<file path="src/rtl/vec_rf_pkg.sv">
// vec_rf_pkg: shared types and helpers for the vector regfile requester.
//   state_t       controller FSM states
//   lmul_t        LMUL group-size encoding (log2 of register count)
//   lmul_to_nregs registers in a group for a given lmul
//   RF_RD/RF_WR   regfile rw encoding
package vec_rf_pkg;
  typedef enum logic [1:0] {IDLE, RD, WR, DRAIN} state_t;
  typedef logic [1:0] lmul_t;
  localparam logic RF_RD = 1'b0;
  localparam logic RF_WR = 1'b1;
  function automatic logic [3:0] lmul_to_nregs(lmul_t l);
    return 4'd1 << l;
  endfunction
endpackage

</file>
<file path="src/rtl/vec_rf_requester_if.sv">
// vec_rf_requester_if: request, write-beat, read-beat and regfile-port bundle.
//   req_*   request handshake (valid/ready) plus rw/addr/lmul and error pulse
//   wdata_* write beat stream into the controller
//   rdata_* read beat stream out of the controller (no backpressure)
//   rf_*    one regfile port (en/rw/addr/data_in/data_out)
// slave = the controller, master = the issuing logic plus the regfile port.
interface vec_rf_requester_if
  import vec_rf_pkg::*;
#(
  parameter int VLEN_B     = 128,
  parameter int ADDR_WIDTH = 5
);
  logic                  req_valid;
  logic                  req_ready;
  logic                  req_rw;
  logic [ADDR_WIDTH-1:0] req_addr;
  lmul_t                 req_lmul;
  logic                  req_err;
  logic                  wdata_valid;
  logic                  wdata_ready;
  logic [VLEN_B-1:0]     wdata;
  logic                  rdata_valid;
  logic [VLEN_B-1:0]     rdata;
  logic [2:0]            rdata_idx;
  logic                  rdata_last;
  logic                  rf_en;
  logic                  rf_rw;
  logic [ADDR_WIDTH-1:0] rf_addr;
  logic [VLEN_B-1:0]     rf_wdata;
  logic [VLEN_B-1:0]     rf_rdata;
  modport slave (
    input  req_valid, req_rw, req_addr, req_lmul, wdata_valid, wdata, rf_rdata,
    output req_ready, req_err, wdata_ready, rdata_valid, rdata, rdata_idx, rdata_last,
           rf_en, rf_rw, rf_addr, rf_wdata
  );
  modport master (
    output req_valid, req_rw, req_addr, req_lmul, wdata_valid, wdata, rf_rdata,
    input  req_ready, req_err, wdata_ready, rdata_valid, rdata, rdata_idx, rdata_last,
           rf_en, rf_rw, rf_addr, rf_wdata
  );
endinterface

</file>
<file path="src/rtl/vec_rf_rd_tag_pipe.sv">
// vec_rf_rd_tag_pipe: RF_LAT-deep {valid, idx, last} delay line aligned with the
// regfile read latency, plus the registered read-beat output stage.
//   in_valid/in_idx/in_last  tag of the read issued this cycle
//   rf_rdata                 regfile data_out
//   busy                     any read still inside the delay line
//   rdata_*                  registered read beat (1 + RF_LAT cycles after issue)
module vec_rf_rd_tag_pipe #(
  parameter int VLEN_B = 128,
  parameter int RF_LAT = 1
) (
  input  logic              clk,
  input  logic              rst_n,
  input  logic              in_valid,
  input  logic [2:0]        in_idx,
  input  logic              in_last,
  input  logic [VLEN_B-1:0] rf_rdata,
  output logic              busy,
  output logic              rdata_valid,
  output logic [VLEN_B-1:0] rdata,
  output logic [2:0]        rdata_idx,
  output logic              rdata_last
);
  logic [RF_LAT-1:0] v;
  logic [RF_LAT-1:0] l;
  logic [2:0]        ix [RF_LAT];
  logic              hit;
  assign hit  = v[RF_LAT-1];
  assign busy = |v;
  always_ff @(posedge clk or negedge rst_n) begin
    if (!rst_n) begin
      v           <= '0;
      l           <= '0;
      for (int i = 0; i < RF_LAT; i++) ix[i] <= '0;
      rdata_valid <= 1'b0;
      rdata       <= '0;
      rdata_idx   <= '0;
      rdata_last  <= 1'b0;
    end else begin
      v[0]  <= in_valid;
      l[0]  <= in_last;
      ix[0] <= in_idx;
      for (int i = 1; i < RF_LAT; i++) begin
        v[i]  <= v[i-1];
        l[i]  <= l[i-1];
        ix[i] <= ix[i-1];
      end
      // the oldest tag lines up with the cycle its data sits on rf_rdata
      rdata_valid <= hit;
      rdata       <= hit ? rf_rdata : '0;
      rdata_idx   <= hit ? ix[RF_LAT-1] : '0;
      rdata_last  <= hit && l[RF_LAT-1];
    end
  end
endmodule

</file>
<file path="src/rtl/vec_rf_requester.sv">
// vec_rf_requester: sequences single/LMUL-group register reads and writes onto
// one vector regfile port, one register per cycle.
//   clk, rst_n  clock, asynchronous active-low reset
//   bus         vec_rf_requester_if.slave: request handshake, write beats in,
//               read beats out (idx/last tagged), regfile port
module vec_rf_requester
  import vec_rf_pkg::*;
#(
  parameter int VLEN_B     = 128,
  parameter int ADDR_WIDTH = 5,
  parameter int RF_LAT     = 1
) (
  input logic              clk,
  input logic              rst_n,
  vec_rf_requester_if.slave bus
);
  state_t                state, state_nx;
  logic [ADDR_WIDTH-1:0] base;
  logic [2:0]            nm1;
  logic [2:0]            cnt;
  logic [2:0]            req_nm1;
  logic                  legal;
  logic                  accept;
  logic                  last_beat;
  logic                  err_q;
  logic                  pipe_busy;
  assign req_nm1   = 3'(lmul_to_nregs(bus.req_lmul) - 4'd1);
  // a group must start on a multiple of its size, which also keeps base+cnt in range
  assign legal     = (bus.req_addr & ADDR_WIDTH'(req_nm1)) == '0;
  assign accept    = state == IDLE && bus.req_valid && legal;
  assign last_beat = cnt == nm1;
  assign bus.req_ready   = state == IDLE;
  assign bus.req_err     = err_q;
  assign bus.wdata_ready = state == WR;
  assign bus.rf_en       = state == RD || (state == WR && bus.wdata_valid);
  assign bus.rf_rw       = state == WR ? RF_WR : RF_RD;
  assign bus.rf_addr     = (state == RD || state == WR) ? base + ADDR_WIDTH'(cnt) : '0;
  assign bus.rf_wdata    = state == WR ? bus.wdata : '0;
  always_comb begin
    state_nx = state;
    case (state)
      IDLE:    if (accept) state_nx = bus.req_rw ? WR : RD;
      RD:      if (last_beat) state_nx = DRAIN;
      WR:      if (bus.wdata_valid && last_beat) state_nx = IDLE;
      DRAIN:   if (!pipe_busy) state_nx = IDLE;
      default: state_nx = IDLE;
    endcase
  end
  always_ff @(posedge clk or negedge rst_n) begin
    if (!rst_n) begin
      state <= IDLE;
      base  <= '0;
      nm1   <= '0;
      cnt   <= '0;
      err_q <= 1'b0;
    end else begin
      state <= state_nx;
      err_q <= state == IDLE && bus.req_valid && !legal;
      if (accept) begin
        base <= bus.req_addr;
        nm1  <= req_nm1;
        cnt  <= '0;
      end else if (bus.rf_en) begin
        cnt <= cnt + 3'd1;
      end
    end
  end
  vec_rf_rd_tag_pipe #(.VLEN_B(VLEN_B), .RF_LAT(RF_LAT)) u_pipe (
    .clk        (clk),
    .rst_n      (rst_n),
    .in_valid   (state == RD),
    .in_idx     (cnt),
    .in_last    (last_beat),
    .rf_rdata   (bus.rf_rdata),
    .busy       (pipe_busy),
    .rdata_valid(bus.rdata_valid),
    .rdata      (bus.rdata),
    .rdata_idx  (bus.rdata_idx),
    .rdata_last (bus.rdata_last)
  );
endmodule

</file>
<file path="src/flat_wrapper.sv">
// flat-port wrapper written by rule: the top's interface ports become plain ports
module vec_rf_requester_flat import vec_rf_pkg::*;
#(
  parameter int VLEN_B     = 128,
  parameter int ADDR_WIDTH = 5,
  parameter int RF_LAT     = 1
)
  (clk, rst_n, bus_req_valid, bus_req_rw, bus_req_addr, bus_req_lmul, bus_wdata_valid, bus_wdata, bus_rf_rdata, bus_req_ready, bus_req_err, bus_wdata_ready, bus_rdata_valid, bus_rdata, bus_rdata_idx, bus_rdata_last, bus_rf_en, bus_rf_rw, bus_rf_addr, bus_rf_wdata);
  vec_rf_requester_if #(.VLEN_B(VLEN_B), .ADDR_WIDTH(ADDR_WIDTH)) bus_i ();
  input logic clk;
  input logic rst_n;
  input wire logic [$bits(bus_i.req_valid)-1:0] bus_req_valid;
  input wire logic [$bits(bus_i.req_rw)-1:0] bus_req_rw;
  input wire logic [$bits(bus_i.req_addr)-1:0] bus_req_addr;
  input wire logic [$bits(bus_i.req_lmul)-1:0] bus_req_lmul;
  input wire logic [$bits(bus_i.wdata_valid)-1:0] bus_wdata_valid;
  input wire logic [$bits(bus_i.wdata)-1:0] bus_wdata;
  input wire logic [$bits(bus_i.rf_rdata)-1:0] bus_rf_rdata;
  output wire logic [$bits(bus_i.req_ready)-1:0] bus_req_ready;
  output wire logic [$bits(bus_i.req_err)-1:0] bus_req_err;
  output wire logic [$bits(bus_i.wdata_ready)-1:0] bus_wdata_ready;
  output wire logic [$bits(bus_i.rdata_valid)-1:0] bus_rdata_valid;
  output wire logic [$bits(bus_i.rdata)-1:0] bus_rdata;
  output wire logic [$bits(bus_i.rdata_idx)-1:0] bus_rdata_idx;
  output wire logic [$bits(bus_i.rdata_last)-1:0] bus_rdata_last;
  output wire logic [$bits(bus_i.rf_en)-1:0] bus_rf_en;
  output wire logic [$bits(bus_i.rf_rw)-1:0] bus_rf_rw;
  output wire logic [$bits(bus_i.rf_addr)-1:0] bus_rf_addr;
  output wire logic [$bits(bus_i.rf_wdata)-1:0] bus_rf_wdata;
  assign bus_i.req_valid = bus_req_valid;
  assign bus_i.req_rw = bus_req_rw;
  assign bus_i.req_addr = bus_req_addr;
  assign bus_i.req_lmul = bus_req_lmul;
  assign bus_i.wdata_valid = bus_wdata_valid;
  assign bus_i.wdata = bus_wdata;
  assign bus_i.rf_rdata = bus_rf_rdata;
  assign bus_req_ready = bus_i.req_ready;
  assign bus_req_err = bus_i.req_err;
  assign bus_wdata_ready = bus_i.wdata_ready;
  assign bus_rdata_valid = bus_i.rdata_valid;
  assign bus_rdata = bus_i.rdata;
  assign bus_rdata_idx = bus_i.rdata_idx;
  assign bus_rdata_last = bus_i.rdata_last;
  assign bus_rf_en = bus_i.rf_en;
  assign bus_rf_rw = bus_i.rf_rw;
  assign bus_rf_addr = bus_i.rf_addr;
  assign bus_rf_wdata = bus_i.rf_wdata;
  vec_rf_requester #(.VLEN_B(VLEN_B), .ADDR_WIDTH(ADDR_WIDTH), .RF_LAT(RF_LAT)) u_core (.clk(clk), .rst_n(rst_n), .bus(bus_i));
endmodule
</file>
<file path="config.mk">
export PLATFORM = sky130hd
export DESIGN_NAME = vec_rf_requester_flat
export DESIGN_NICKNAME = d
export VERILOG_FILES = /design/src/rtl/vec_rf_pkg.sv /design/src/rtl/vec_rf_requester_if.sv /design/src/rtl/vec_rf_rd_tag_pipe.sv /design/src/rtl/vec_rf_requester.sv /design/src/flat_wrapper.sv
export SDC_FILE = /design/constraint.sdc
export NUM_CORES = 1
export LEC_CHECK = 0
export ABC_AREA = 1
export BUFFER_PORTS_ARGS = -buffer_cell sky130_fd_sc_hd__buf_2
export CAP_MARGIN = 20
export CELL_PAD_IN_SITES_DETAIL_PLACEMENT = 0
export CELL_PAD_IN_SITES_GLOBAL_PLACEMENT = 1
export CORE_AREA = 2 2 210 212
export CTS_CLUSTER_SIZE = 40
export DETAILED_ROUTE_END_ITERATION = 8
export DIE_AREA = 0 0 212 214
export HOLD_SLACK_MARGIN = 0.15
export PLACE_DENSITY_LB_ADDON = 0.1
export SLEW_MARGIN = 10
export SYNTH_ARGS = -nofsm -noshare
export SYNTH_HDL_FRONTEND = slang
export SYNTH_SLANG_ARGS = --single-unit
</file>
<file path="constraint.sdc">
create_clock -name clk -period 1.9 [get_ports clk]
set_clock_uncertainty 0.15 [all_clocks]
set_input_delay 0.475 -clock clk [delete_from_list [all_inputs] [get_ports clk]]
set_output_delay 0.475 -clock clk [all_outputs]
set_load 0.02 [all_outputs]
</file>
==> results.cfg <==
[floorplanning]
dieArea_um2 = 45370
die_w_um = 212
floorplan.core_area_um2 = 42890
initial_standard_cell_utilization_of_the_core_pct = 15.12
dieHeight_um = 214
fp-row-count = 76
num_io_pins = 539

[synth]
ys_top_cells_by_count = nand2_1 (300), inv_1 (281), dfrtp_1 (152)
syn_nets = 1088
synth.ff_latch_count = 152
netlist_instances = 810
synth_area_leader_cell = dfrtp_1
synth.top_cell.area_share_pct = 58.68
syn-mean-instance-area_um2 = 8.003
synth_flop_cell = dfrtp_1
synth_enable_flop_cells = 0
postSynth.asyncResetShare_pct = 100.0
yosysSeqAreaShare_pct = 58.68
syn-cell-area_um2 = 6482
ys.warnings.count = 0
ys_types = 22
post_synth_main_area_contributors = dfrtp_1 (59%), nand2_1 (17%), inv_1 (16%)
synth.most_common_cell = nand2_1

[layout]
final_util_pct = 34.54
non_filler_instances = 2143
multiInputGateArea_um2 = 2544
drive_above_1_share_pct = 59.55
finalNetCount = 1820
regArea_um2 = 3807
filler_cell_count = 4579
synthToLayoutAreaGrowth_pct = 128.5
post_route_cell_area_um2 = 14810

[setup_path]
critical-path-top-delay-family = adder cells
arrival_ns = 1.93
timing.critical_path.fanout_max = 2
critical_path.n_buffers_inverters = 3
setup.worst_path.start_class = register
worstPathCellList = ha_2, inv_2, fa_2, inv_2, nand2_2, a21oi_2, o21ai_1, a21oi_2, buf_4
worst_setup_path_end_kind = output port
cp_slowest_stage_delay_ns = 0.35
reg2reg_setup_slack_ns = 0.16
worst-endpoint-required_ns = 1.27
slowest_stage = dfrtp_1
timing.setup.critical_path_class = reg2out

[sta]
finalWorstSetupSlack_ns = -0.6582
timing.final.max_slew_violations = 0
max_freq_mhz = 390.9
tns_ns = -60.97
min_period_ns = 2.558
grt_setup_unrepaired = true
min_period_over_period_pct = 134.6
finalSetupViolCount = 137
max_slew.worst_pin.slew_ns = 0.4788
hold_violations = 0
relSlewSlack_pct = 68.08

[global_route]
grt_first_pass_wirelength_um = 48980
groute.usage.overall_pct = 14.56
overflow = 0
first_global_vias = 8076
largest_net_degree_at_the_start_of_global_routing = 93
antenna_found_initial = 7

[drt]
detail_route.drc_violations = 0
drt_iter0_drcs = 257
finalWirelength_um = 33110
detail_route.wl_per_cell_um = 15.45
vias = 7384
avgViaCountPerCell = 3.446
ant_nets = 0
firstDrtPassIters = 4

[placement]
routability_congestion_estimate_from_global_placement = 0.7675
port_buffers = 538
placement.cell_area_um2 = 10120
placed_cell_count = 1932
dp.final_hpwl_um = 24540

[cts]
cts-buffers-inserted = 17
tritoncts = built
h-tree-depth = 4
clk_transition_reported_paths_ns = 0.07
clkSinkCount = 152
worst_skew_pair_later_pin_latency_ns = 0.43
maximum_buffer_depth_of_the_clock_tree = 2
clock-root-buffer = clkbuf_16

[status]
failed_checks = negative setup slack
status = finished with violations

[hold_path]
worst_hold_path_type = in2reg

[power]
total_leakage_power_uw = 0.009797
peakVddDrop_mv = 0.6276
cell_pwr_density_nw_per_um2 = 1269

[flow_run]
cap_violations = 0
[layer usage]
layer / vias up / track usage, % / part of all wire [%]
met5: - / 0 / 0
met4: 0 / 3.662 / 1.2
met3: 26 / 5.146 / 8.6
met2: 320 / 27.65 / 54
met1: 3389 / 14.96 / 36
li1: 3649 / - / -
[metrics by stage]
step | total power, uW | setup slack, ns | hold slack (ns)
finish | 18800 | -0.6582 | 0.2327
detailed placement | 11230 | -0.2689 | 0.2758
CTS | 19180 | -0.7025 | 0.2064
floorplan | 8400 | -0.2616 | 0.02941
global placement | 11300 | -0.2702 | 0.2655
global route | 20020 | -0.7864 | 0.2382
[path summary, 6_finish.rpt]
path,cells after the start,to,start
worst min-delay path,3,u_core.nm1[2],bus_req_lmul[0]
worst min register to register,2,u_core.u_pipe.rdata_idx[1],u_core.u_pipe.ix[1]
min in group asynchronous,2,u_core.u_pipe.rdata[103],rst_n
worst max register to register,9,u_core.state[1],u_core.state[0]
max in group asynchronous,3,u_core.u_pipe.busy,rst_n
worst max-delay path,9,bus_rf_addr[4],u_core.cnt[0]
[registers in the layout, summed over array words and instances, names as in the netlist]
name / cells
u_core.u_pipe.rdata: 128
u_core.base: 5
u_core.cnt: 3
u_core.nm1: 3
u_core.u_pipe.ix: 3
u_core.u_pipe.rdata_idx: 3
u_core.state: 2
u_core.bus.req_err: 1
u_core.u_pipe.busy: 1
u_core.u_pipe.l: 1
u_core.u_pipe.rdata_last: 1
u_core.u_pipe.rdata_valid: 1
[area by class of cell]
type                    count  share of cell area (%)
diodes                      3                 0.05068
clock buffers              18                   2.965
clock inverters            14                   1.258
inverters                 282                   7.162
multi-input cells         345                   17.17
flip-flops and latches    152                   25.70
well taps                 585                   4.941
repair buffers            744                   40.75
[worst register-to-register path: cells and delay by family (launching register included)]
| kind | cells | cell delay [ns] |
|---|---|---|
| adders and majority gates | 1 | 0.16 |
| and+or+nand+nor | 3 | 0.22 |
| DFF | 1 | 0.39 |
| AOI/OAI and AO/OA | 1 | 0.17 |
| buffers and inverters | 4 | 0.53 |
[cell usage in the layout, fill, tap and decap left out, types with 5 or more instances in the layout]
cell | synthesis | routed
buf_2 | 20 | 400
nand2_1 | 300 | 171
dfrtp_1 | 152 | 151
inv_1 | 281 | 148
buf_6 | 1 | 139
dlygate4sd3_1 | 0 | 135
inv_2 | 1 | 133
nand2_4 | 0 | 128
buf_4 | 1 | 27
buf_12 | 0 | 19
clkbuf_16 | 0 | 17
buf_16 | 0 | 14
buf_8 | 0 | 10
nand3_1 | 7 | 6
ha_4 | 0 | 5
[cells by family after synthesis]
| logic type | synth area share [%] |
|---|---|
| buffers and inverters | 18.68 |
| XOR/XNOR | 0.2703 |
| adder cells (fa/ha/maj) | 2.046 |
| flip-flops | 58.68 |
| AND/OR/NAND/NOR | 19.11 |
| AO/OA/AOI/OAI | 1.216 |
[power by group]
part / internal (uW) / total, uW / switching [uW]
sequential: 4000 / 4260 / 253
clock: 2140 / 3630 / 1490
combinational: 4920 / 10900 / 5990
total: 11100 / 18800 / 7740
[timing repair]
item	4_1_cts	5_1_grt
endpoints found under the hold margin	163	0
pin swaps	11	10
setup buffers	29	6
cloned	18	0
hold buffers	135	0
endpoints found under the setup margin	137	144
resized for setup	568	62
(Power assumes the default switching activity.)
